$ cat config.mk
export PLATFORM = sky130hd
export DESIGN_NAME = conv_mac_accumulator
export DESIGN_NICKNAME = d
export VERILOG_FILES = /design/src/rtl/conv_mac_accumulator.sv
export SDC_FILE = /design/constraint.sdc
export NUM_CORES = 1
export LEC_CHECK = 0
export CORE_MARGIN = 10
export CORE_UTILIZATION = 49
export CTS_CLUSTER_DIAMETER = 80
export DETAILED_ROUTE_END_ITERATION = 16
export GPL_ROUTABILITY_DRIVEN = 0
export PLACE_DENSITY = 0.77
export SYNTH_ARGS = -nofsm -noshare
export SYNTH_HDL_FRONTEND = slang
export SYNTH_SLANG_ARGS = --single-unit
$ cat constraint.sdc
create_clock -name clk -period 3.57 [get_ports clk]
set_clock_uncertainty 0.05 [all_clocks]
set_input_delay 1.071 -clock clk [delete_from_list [all_inputs] [get_ports clk]]
set_output_delay 1.071 -clock clk [all_outputs]
set_load 0.005 [all_outputs]
$ cat src/rtl/conv_mac_accumulator.sv
// Window accumulator behind the Vedic multiplier: sums TAPS products per
// convolution window and hands the sum off through a registered valid/ready port.
module conv_mac_accumulator #(
    parameter int PROD_W = 32,
    parameter int ACC_W  = 40,
    parameter int TAPS   = 9
) (
    input  logic              clk,
    input  logic              rst,
    input  logic              clear,
    input  logic              in_valid,
    output logic              in_ready,
    input  logic [PROD_W-1:0] product,
    output logic              out_valid,
    input  logic              out_ready,
    output logic [ACC_W-1:0]  out_sum,
    output logic              out_overflow,
    output logic [7:0]        tap_count
);

    localparam logic [7:0] LAST = 8'(TAPS - 1);

    logic [ACC_W-1:0] r_acc;
    logic [7:0]       r_cnt;
    logic             r_flag;
    logic             r_out_valid;
    logic [ACC_W-1:0] r_out_sum;
    logic             r_out_ovf;

    logic             w_last;
    logic             w_hold;
    logic             w_in_ready;
    logic             w_accept;
    logic             w_fire;
    logic [ACC_W:0]   w_sum;

    assign w_last     = (r_cnt == LAST);
    assign w_hold     = r_out_valid && !out_ready;
    assign w_in_ready = !w_hold || !w_last;
    // a product presented during clear is dropped, never accumulated
    assign w_accept   = in_valid && w_in_ready && !clear;
    assign w_fire     = w_accept && w_last;
    assign w_sum      = {1'b0, r_acc} + (ACC_W + 1)'(product);

    always_ff @(posedge clk or posedge rst) begin
        if (rst) begin
            r_acc  <= '0;
            r_cnt  <= '0;
            r_flag <= 1'b0;
        end else if (clear || w_fire) begin
            r_acc  <= '0;
            r_cnt  <= '0;
            r_flag <= 1'b0;
        end else if (w_accept) begin
            r_acc  <= w_sum[ACC_W-1:0];
            r_cnt  <= r_cnt + 8'd1;
            r_flag <= r_flag | w_sum[ACC_W];
        end
    end

    // load on final tap wins over drain so back-to-back results have no bubble
    always_ff @(posedge clk or posedge rst) begin
        if (rst) begin
            r_out_valid <= 1'b0;
            r_out_sum   <= '0;
            r_out_ovf   <= 1'b0;
        end else if (w_fire) begin
            r_out_valid <= 1'b1;
            r_out_sum   <= w_sum[ACC_W-1:0];
            r_out_ovf   <= r_flag | w_sum[ACC_W];
        end else if (out_ready) begin
            r_out_valid <= 1'b0;
        end
    end

    assign in_ready     = w_in_ready;
    assign out_valid    = r_out_valid;
    assign out_sum      = r_out_sum;
    assign out_overflow = r_out_ovf;
    assign tap_count    = r_cnt;

endmodule

Word-level counts from Yosys, hierarchy flattened
Cells that the tools add are included.
- register bits: 91
- bits in latches: 0
- memory bits (writable): 0
- bits in read-only memories: 0
- input port bits: 37
- output and inout port bits: 51
- logic and storage cells: 30
- memories kept: 0
- $add $sub $neg: 2
- multiply operators: 0
- div/mod/pow operators: 0
- $lt $le $gt $ge: 0
- equal/unequal tests: 1
- shift-type cells: 0
- muxes and demuxes: 8
- bitwise gates (word level): 1
- reductions and logical operators: 12
- operators by type and width (cell ; number):
    2-to-1 mux 40 bit ; 2
    adder 40 x 32 -> 41 bit ; 1
    2-to-1 mux 8 bit ; 2
    adder 8 x 1 -> 8 bit (second input constant) ; 1
    equality test 8 x 4 -> 1 bit (second input constant) ; 1
    logical AND 1 bit ; 4
    logical NOT 1 bit ; 4
    2-to-1 mux 1 bit ; 4
    nonzero test 2 bit ; 2
    logical OR 1 bit ; 2
    bitwise OR 1 bit ; 1

Longest topological paths before layout
Gate-level depths: netlist of run 1.
- depth after elaboration: 9
- depth in mapped cells: 11
- mapped depth without buffers: 10

Least setup slack after synthesis of run 1
No wires, ideal clock.
- path kind: input to register
- from: input product[0]
- to: register r_out_sum[14], in the netlist out_sum[14]
- library setup time: 0.126 ns
- arrival time: 3.222 ns
- required time: 3.394 ns
- slack: 0.171 ns
- stages on the path: 10
- buffers on the path: 0
- path through: ha_1 > fa_1 > a211oi_1 > nor2_1 > a21oi_1 > nand2_1 > a31o_2 > a21oi_1 > mux2i_1 > a311o_1
- cells in the longest elaborated chain, start to end: 1
- RTL lines (item ; line ; source):
    from (decl) ; 13 ; input logic [PROD_W-1:0] product,
    adder 40 x 32 -> 41 bit ; 43 ; assign w_sum = {1'b0, r_acc} + (ACC_W + 1)'(product);
    to (signal assigned) ; 69 ; r_out_sum <= w_sum[ACC_W-1:0];
    to (decl) ; 27 ; logic [ACC_W-1:0] r_out_sum;
No other way between the ends.
A chain may end at the register's enable or synchronous reset.

Final worst setup path of run 1
- from: input product[25]
- to: register r_out_sum[36], in the netlist out_sum[36]
Same word-level chain as after synthesis.

==> impl_metrics.tcl, run 1 <==
set metrics [dict create \
    hold_class "register to register" \
    setup_tns_ns 0 \
    routedWlPerCell_um 18.1 \
    synthAdderAreaFrac 0.0799 \
    die_area_um2 16100 \
    finalCritPeriodShare 0.990 \
    max_freq_mhz 283 \
    hold_path_end "out_sum[4]" \
    end_kind "register" \
    wl_um 16600 \
    core_um2 11000 \
    min_period_ns 3.54 \
    overflow 0 \
    cpPeakStageDelay_ns 0.41 \
    synthSimpleGateAreaFrac 0.186 \
    required_ns 3.79 \
    leakagePower_uw 0.00352 \
    critPathLaunchType "primary input" \
    p_per_area_nw_per_um2 446 \
    ys_seq_area_frac 0.408 \
    final_area_um2 7580 \
    synth_enable_flop_cells 0 \
    synth_xor_xnor_area_share 0.0502 \
    dr.pass1.iters 7 \
    syn2layout_area_growth_pct 35.9 \
    portBuffers 87 \
    drv_slew 0 \
    critPathArrivalTime_ns 3.76 \
    status "finished, final reports clean" \
    cts_num_sinks 91 \
    vias 5425 \
    fill_cells 836 \
    hold_slack_ns 0.430 \
    grt_max_degree 44 \
    nets 846 \
    rows 38 \
    placed_area_um2 7130 \
    r2r_slack_ns 0.45 \
    yosysUniqueCellTypes 61 \
    drive_above_1_share 0.177 \
    synth_top_family_by_area "compound AO/OA/AOI/OAI gates" \
    syn_inst 618 \
    netlist_area_um2 5580 \
    cts_tree "yes" \
    synth_nets 690 \
    grt_antenna_before_repair 0 \
    tightest_slew_ns 0.823 \
    drc 0 \
    synth-compound-area-share 0.224 \
    drtAntennaViolNets 0 \
    crit_chain "clkdlybuf4s50_1, ha_1, a21oi_1, nor2b_1, o21a_1, a311oi_1, o21ai_0, or2_2, nor2b_1, a211oi_2" \
    die_w_um 127 \
    diodes 0 \
    grt_pass1_vias 5617 \
    dp_hpwl_um 11800 \
    muxShareOfSynthArea 0.0247 \
    ys_ff_latch 91 \
    reg2regPathDepth 10 \
    cts_buffers 9 \
    crit_fanout 4 \
    grtUsageTotal 0.201 \
    ys.flop_type "dfrtp_1" \
    ir_drop_uv 369 \
    cap_viol_max_count 0 \
    die_y_um 127 \
    setup.worst_path.class "primary input to register" \
    ctsRootBufferMaster "clkbuf_16" \
    synth-async-reset-ratio 1.00 \
    setup_viol 0 \
    dr.first_iter.drc_count 403 \
    clock_latency_ns 0.36 \
    initial_core_util 0.508 \
    cts_hold_buffers 0 \
    min_path_cells 2 \
    maxSlewHeadroom 0.452 \
    critPathLaunch "product[25]" \
    viasPerCell 5.90 \
    hold_viol_final 0 \
    crit_slowest_cell "clkdlybuf4s50_1" \
    r2r-start "tap_count[1]" \
    ys_warn_count 0 \
    syn_avg_cell_area_um2 9.03 \
    crit_top_cell "nor2b_1" \
    htreeDepth 3 \
    clkSlewWorstSetupHoldPaths_ns 0.07 \
    grt_pass1_wl_um 27100 \
    io_pins 88 \
    clockBufferDepth 2 \
    holdCritStartpoint "out_sum[4]" \
    rr_endpoint "out_sum[37]" \
]
## where the power goes
part | total (uW) | internal, uW | switching, uW | leakage, uW
Combinational | 1190 | 556 | 632 | 0.00212
Clock | 1050 | 618 | 429 | 0.000152
Sequential | 1140 | 1100 | 46.6 | 0.00125
## metrics by stage
step | instances | setup WS (ns) | util | total power, uW
finish | 919 | 0.0346 | 0.690 | 3380
global route | 919 | -0.0671 | 0.690 | 3550
CTS | 917 | 0.0286 | 0.683 | 3350
detailed placement | 897 | -0.548 | 0.649 | 2280
global placement | 897 | -0.446 | 0.649 | 2240
floorplan | 618 | 0.0854 | - | 1830
## timing repair
| action | CTS | global route |
|---|---|---|
| gates resized for setup | 3 | 18 |
| pin swaps | 3 | 4 |
| hold endpoints to repair | 0 | 0 |
| buffers inserted | 4 | 2 |
| endpoints found under the setup margin | 16 | 34 |
## metal layers
layer	track usage	part of all wire
met5	0	0
met3	0.0550	0.060
met1	0.244	0.43
met2	0.337	0.50
met4	0.0650	0.016
## how the worst max path moves through the flow
stage | to | slack, ns | cells past startpoint
after floorplan | out_overflow | 0.09 | 1
after global placement | r_acc[30] | -0.45 | 11
after detailed placement | r_acc[30] | -0.55 | 11
after CTS | r_acc[30] | 0.03 | 11
after global routing | out_sum[36] | -0.07 | 10
final | out_sum[36] | 0.03 | 10
## area by class of cell
cell class                 count  area, um^2  area share
multi-input combinational    489        3230       0.427
sequential                    91        2280       0.300
timing repair buffer         169        1510       0.200
clock buffer                   9         225      0.0297
tap                          140         175      0.0231
clock inverter                 7         101      0.0134
inverter                      14        53.8     0.00710
## synthesized netlist by cell type (4+ instances only)
cell / instances / area (um^2)
a31oi_1: 9 / 56.3
clkbuf_1: 19 / 71.3
a21o_1: 10 / 75.1
nand2b_1: 4 / 25.0
dfrtp_1: 91 / 2280
or2_2: 6 / 37.5
a21oi_1: 50 / 250
a211oi_1: 13 / 97.6
and3_1: 7 / 43.8
xnor2_1: 17 / 149
mux2_2: 6 / 67.6
nor3_1: 6 / 30.0
o21bai_1: 4 / 30.0
nand2_1: 116 / 435
nand4_1: 8 / 50.1
o21a_1: 6 / 45.0
o21ai_0: 34 / 170
buf_2: 4 / 20.0
mux2i_1: 7 / 70.1
or3_1: 6 / 37.5
inv_1: 13 / 48.8
nor2_1: 33 / 124
xor2_1: 15 / 131
o22ai_1: 4 / 25.0
nor2b_1: 5 / 31.3
o31ai_1: 6 / 45.0
ha_1: 34 / 425
a22o_1: 24 / 210
nand3_1: 14 / 70.1
and2_1: 5 / 31.3
## cells in the final DEF, fill, tap and decap left out, types with 8 or more instances in the layout
cell type and instances:
inv_1 12, clkdlybuf4s50_1 86, clkbuf_16 9, a22o_1 24
nand2_1 116, nand3_1 14, nor2_1 32, ha_1 33
nand4_1 8, o21ai_0 33, a21oi_1 45, buf_4 80
xor2_1 15, a211oi_1 9, a31oi_1 9, dfrtp_1 91
xnor2_1 17, a21o_1 10
## worst max-delay path, delay by kind of cell
family                     cells  cell delay (ns)
and+or+nand+nor                3             0.60
AOI/OAI and AO/OA              5             1.34
adders and majority gates      1             0.32
buffers and inverters          1             0.41
## registers in the layout, summed over array words and instances, names as in the netlist
name,cells
r_acc,40
out_sum,40
r_flag,1
tap_count,8
out_overflow,1
out_valid,1
## cells by family after synthesis
kind of cell | count (synthesis)
AO/OA/AOI/OAI | 187
XOR/XNOR | 32
adder cells (fa/ha/maj) | 35
buffers and inverters | 38
flip-flops | 91
multiplexers | 13
AND/OR/NAND/NOR | 222
(Power assumes the default switching activity.)
==> run 2: changes to the inputs <==
GPL_TIMING_DRIVEN = 0   (was unset)
==> run 2 against run 1 <==
  * Core utilization is 3.7 points lower
  * Non-clock buffer count shrank 54
  * Flip-flop and latch count is the same
  * Sequential power hardly changed
  * Combinational power decreased by 13%
  * Cell count down 5.9%
  * Register-to-register slack lost 0.04 ns
  * Worst setup slack improved by 0.046 ns
  * Clock power is 6% lower
  * Largest power group is now registers
  * Power shrank 6.2%
==> impl_metrics.tcl, run 2 (synthesis gave the netlist of run 1 again) <==
set metrics [dict create \
    crit_fanout 5 \
    vias 5176 \
    leakagePower_uw 0.00320 \
    swShare 0.348 \
    cts_tree "yes" \
    hold_viol_final 0 \
    grt_max_degree 55 \
    reg2regPathDepth 11 \
    die_y_um 127 \
    overflow 0 \
    seq_power_share 0.362 \
    nets 792 \
    setup_viol 0 \
    critPathArrivalTime_ns 3.69 \
    grt_pass1_vias 5338 \
    drive_above_1_share 0.109 \
    clock_latency_ns 0.35 \
    diodes 0 \
    cts_num_sinks 91 \
    layout_commonest_cell "nand2_1" \
    max_freq_mhz 287 \
    dp_hpwl_um 11800 \
    syn2layout_area_growth_pct 28.6 \
    grt_pass1_wl_um 26700 \
    dr.pass1.iters 5 \
    viasPerCell 5.98 \
    place_inst 846 \
    required_ns 3.77 \
    cap_viol_max_count 0 \
    grt_antenna_before_repair 0 \
    fill_cells 906 \
    routedWlPerCell_um 18.9 \
    ir_drop_uv 262 \
    p_per_area_nw_per_um2 442 \
    clkSlewWorstSetupHoldPaths_ns 0.07 \
    htreeDepth 3 \
    dr.first_iter.drc_count 458 \
    min_period_ns 3.49 \
    critPathLaunchType "primary input" \
    min_path_cells 2 \
    die_area_um2 16100 \
    hold_slack_ns 0.426 \
    maxSlewHeadroom 0.217 \
    rows 38 \
    clockBufferDepth 2 \
    stdcell_count 865 \
    status "finished, final reports clean" \
    core_um2 11000 \
    wl_um 16300 \
    initial_core_util 0.508 \
    ctsRootBufferMaster "clkbuf_16" \
    setup.worst_path.class "primary input to register" \
    internal_power_uw 2070 \
    drc 0 \
    io_pins 88 \
    drtAntennaViolNets 0 \
    drv_slew 0 \
    clockPowerShare 0.313 \
    combPwrFrac 0.326 \
    tightest_slew_ns 1.17 \
    mostFrequentLayoutCells "nand2_1, dfrtp_1, clkdlybuf4s50_1" \
    finalCritPeriodShare 0.978 \
    die_w_um 127 \
    portBuffers 87 \
    grtUsageTotal 0.198 \
    cts_buffers 9 \
    p_switching_uw 1100 \
    end_kind "register" \
    hold_class "register to register" \
]
==> run 2: cell types whose count changed in the layout (fill, tap and decap cells not counted), sizes merged <==
| cell | change |
|---|---|
| clkbuf | +18 |
| clkinv | -1 |
| bufinv | -1 |
| dlymetal6s2s | -1 |
| buf | -72 |
| inv | +2 |
| dlygate4sd2 | +1 |
==> run 2: what timing repair did <==
item                       in CTS  in global routing
gates resized for setup        24                 24
setup endpoints to repair      31                 36
hold buffers                    0                  0
setup buffers                   3                  1
pin swaps                       5                  2
==> run 2: worst max-delay path: stages <==
cell and delay, ns:
clkdlybuf4s50_1 0.53, ha_4 0.24, a211oi_1 0.25, nor2_1 0.13
nor4_4 0.38, a21oi_2 0.14, o211a_4 0.27, or2_2 0.30
nor2b_1 0.14, a211oi_1 0.25
==> run 2: power groups by stage <==
stage / Clock, uW / Combinational [uW] / Sequential (uW)
3_5_place_dp: 0 / 910 / 1160
4_1_cts: 990 / 964 / 1140
2_1_floorplan: 0 / 683 / 1150
3_3_place_gp: 0 / 874 / 1160
5_1_grt: 1030 / 1140 / 1150
6_report: 991 / 1030 / 1150
==> run 2: per-layer routing <==
layer | wire, um | global-route usage | up-vias
li1 | - | - | 2452
met1 | 7050 | 0.249 | 2523
met2 | 7920 | 0.328 | 169
met3 | 1040 | 0.0466 | 32
met4 | 302 | 0.0589 | 0
met5 | 0 | 0 | -
==> run 2: worst paths after layout <==
path | from | to | slack (ns)
worst min register to register | out_sum[2] | out_sum[2] | 0.43
min in group asynchronous | rst | out_sum[4] | 1.05
max in group asynchronous | rst | out_sum[30] | 1.78
worst max-delay path | product[7] | out_sum[36] | 0.08
worst min-delay path | out_sum[2] | out_sum[2] | 0.43
worst max register to register | tap_count[0] | out_sum[10] | 0.41
==> run 2: area by class of cell <==
type / count / area, um^2 / share of cell area
multi-input cells: 489 / 3340 / 0.465
flip-flops and latches: 91 / 2280 / 0.318
repair buffers: 92 / 927 / 0.129
clock buffers: 9 / 225 / 0.0314
well taps: 140 / 175 / 0.0244
plain buffers: 23 / 98.8 / 0.0138
clock inverters: 7 / 76.3 / 0.0106
inverters: 14 / 55.1 / 0.00767
==> run 2: metrics by stage <==
step           setup TNS, ns  area, um^2  utilization  setup slack, ns  total power [uW]
6_report                   0        7170        0.653           0.0802              3170
3_3_place_gp         -141.76        6620        0.603            -1.38              2030
3_5_place_dp          -21.97        6650        0.606           -0.865              2070
2_1_floorplan              0        5580            -           0.0854              1830
4_1_cts                    0        7070        0.644           0.0178              3100
5_1_grt              -0.0528        7170        0.653          -0.0229              3320
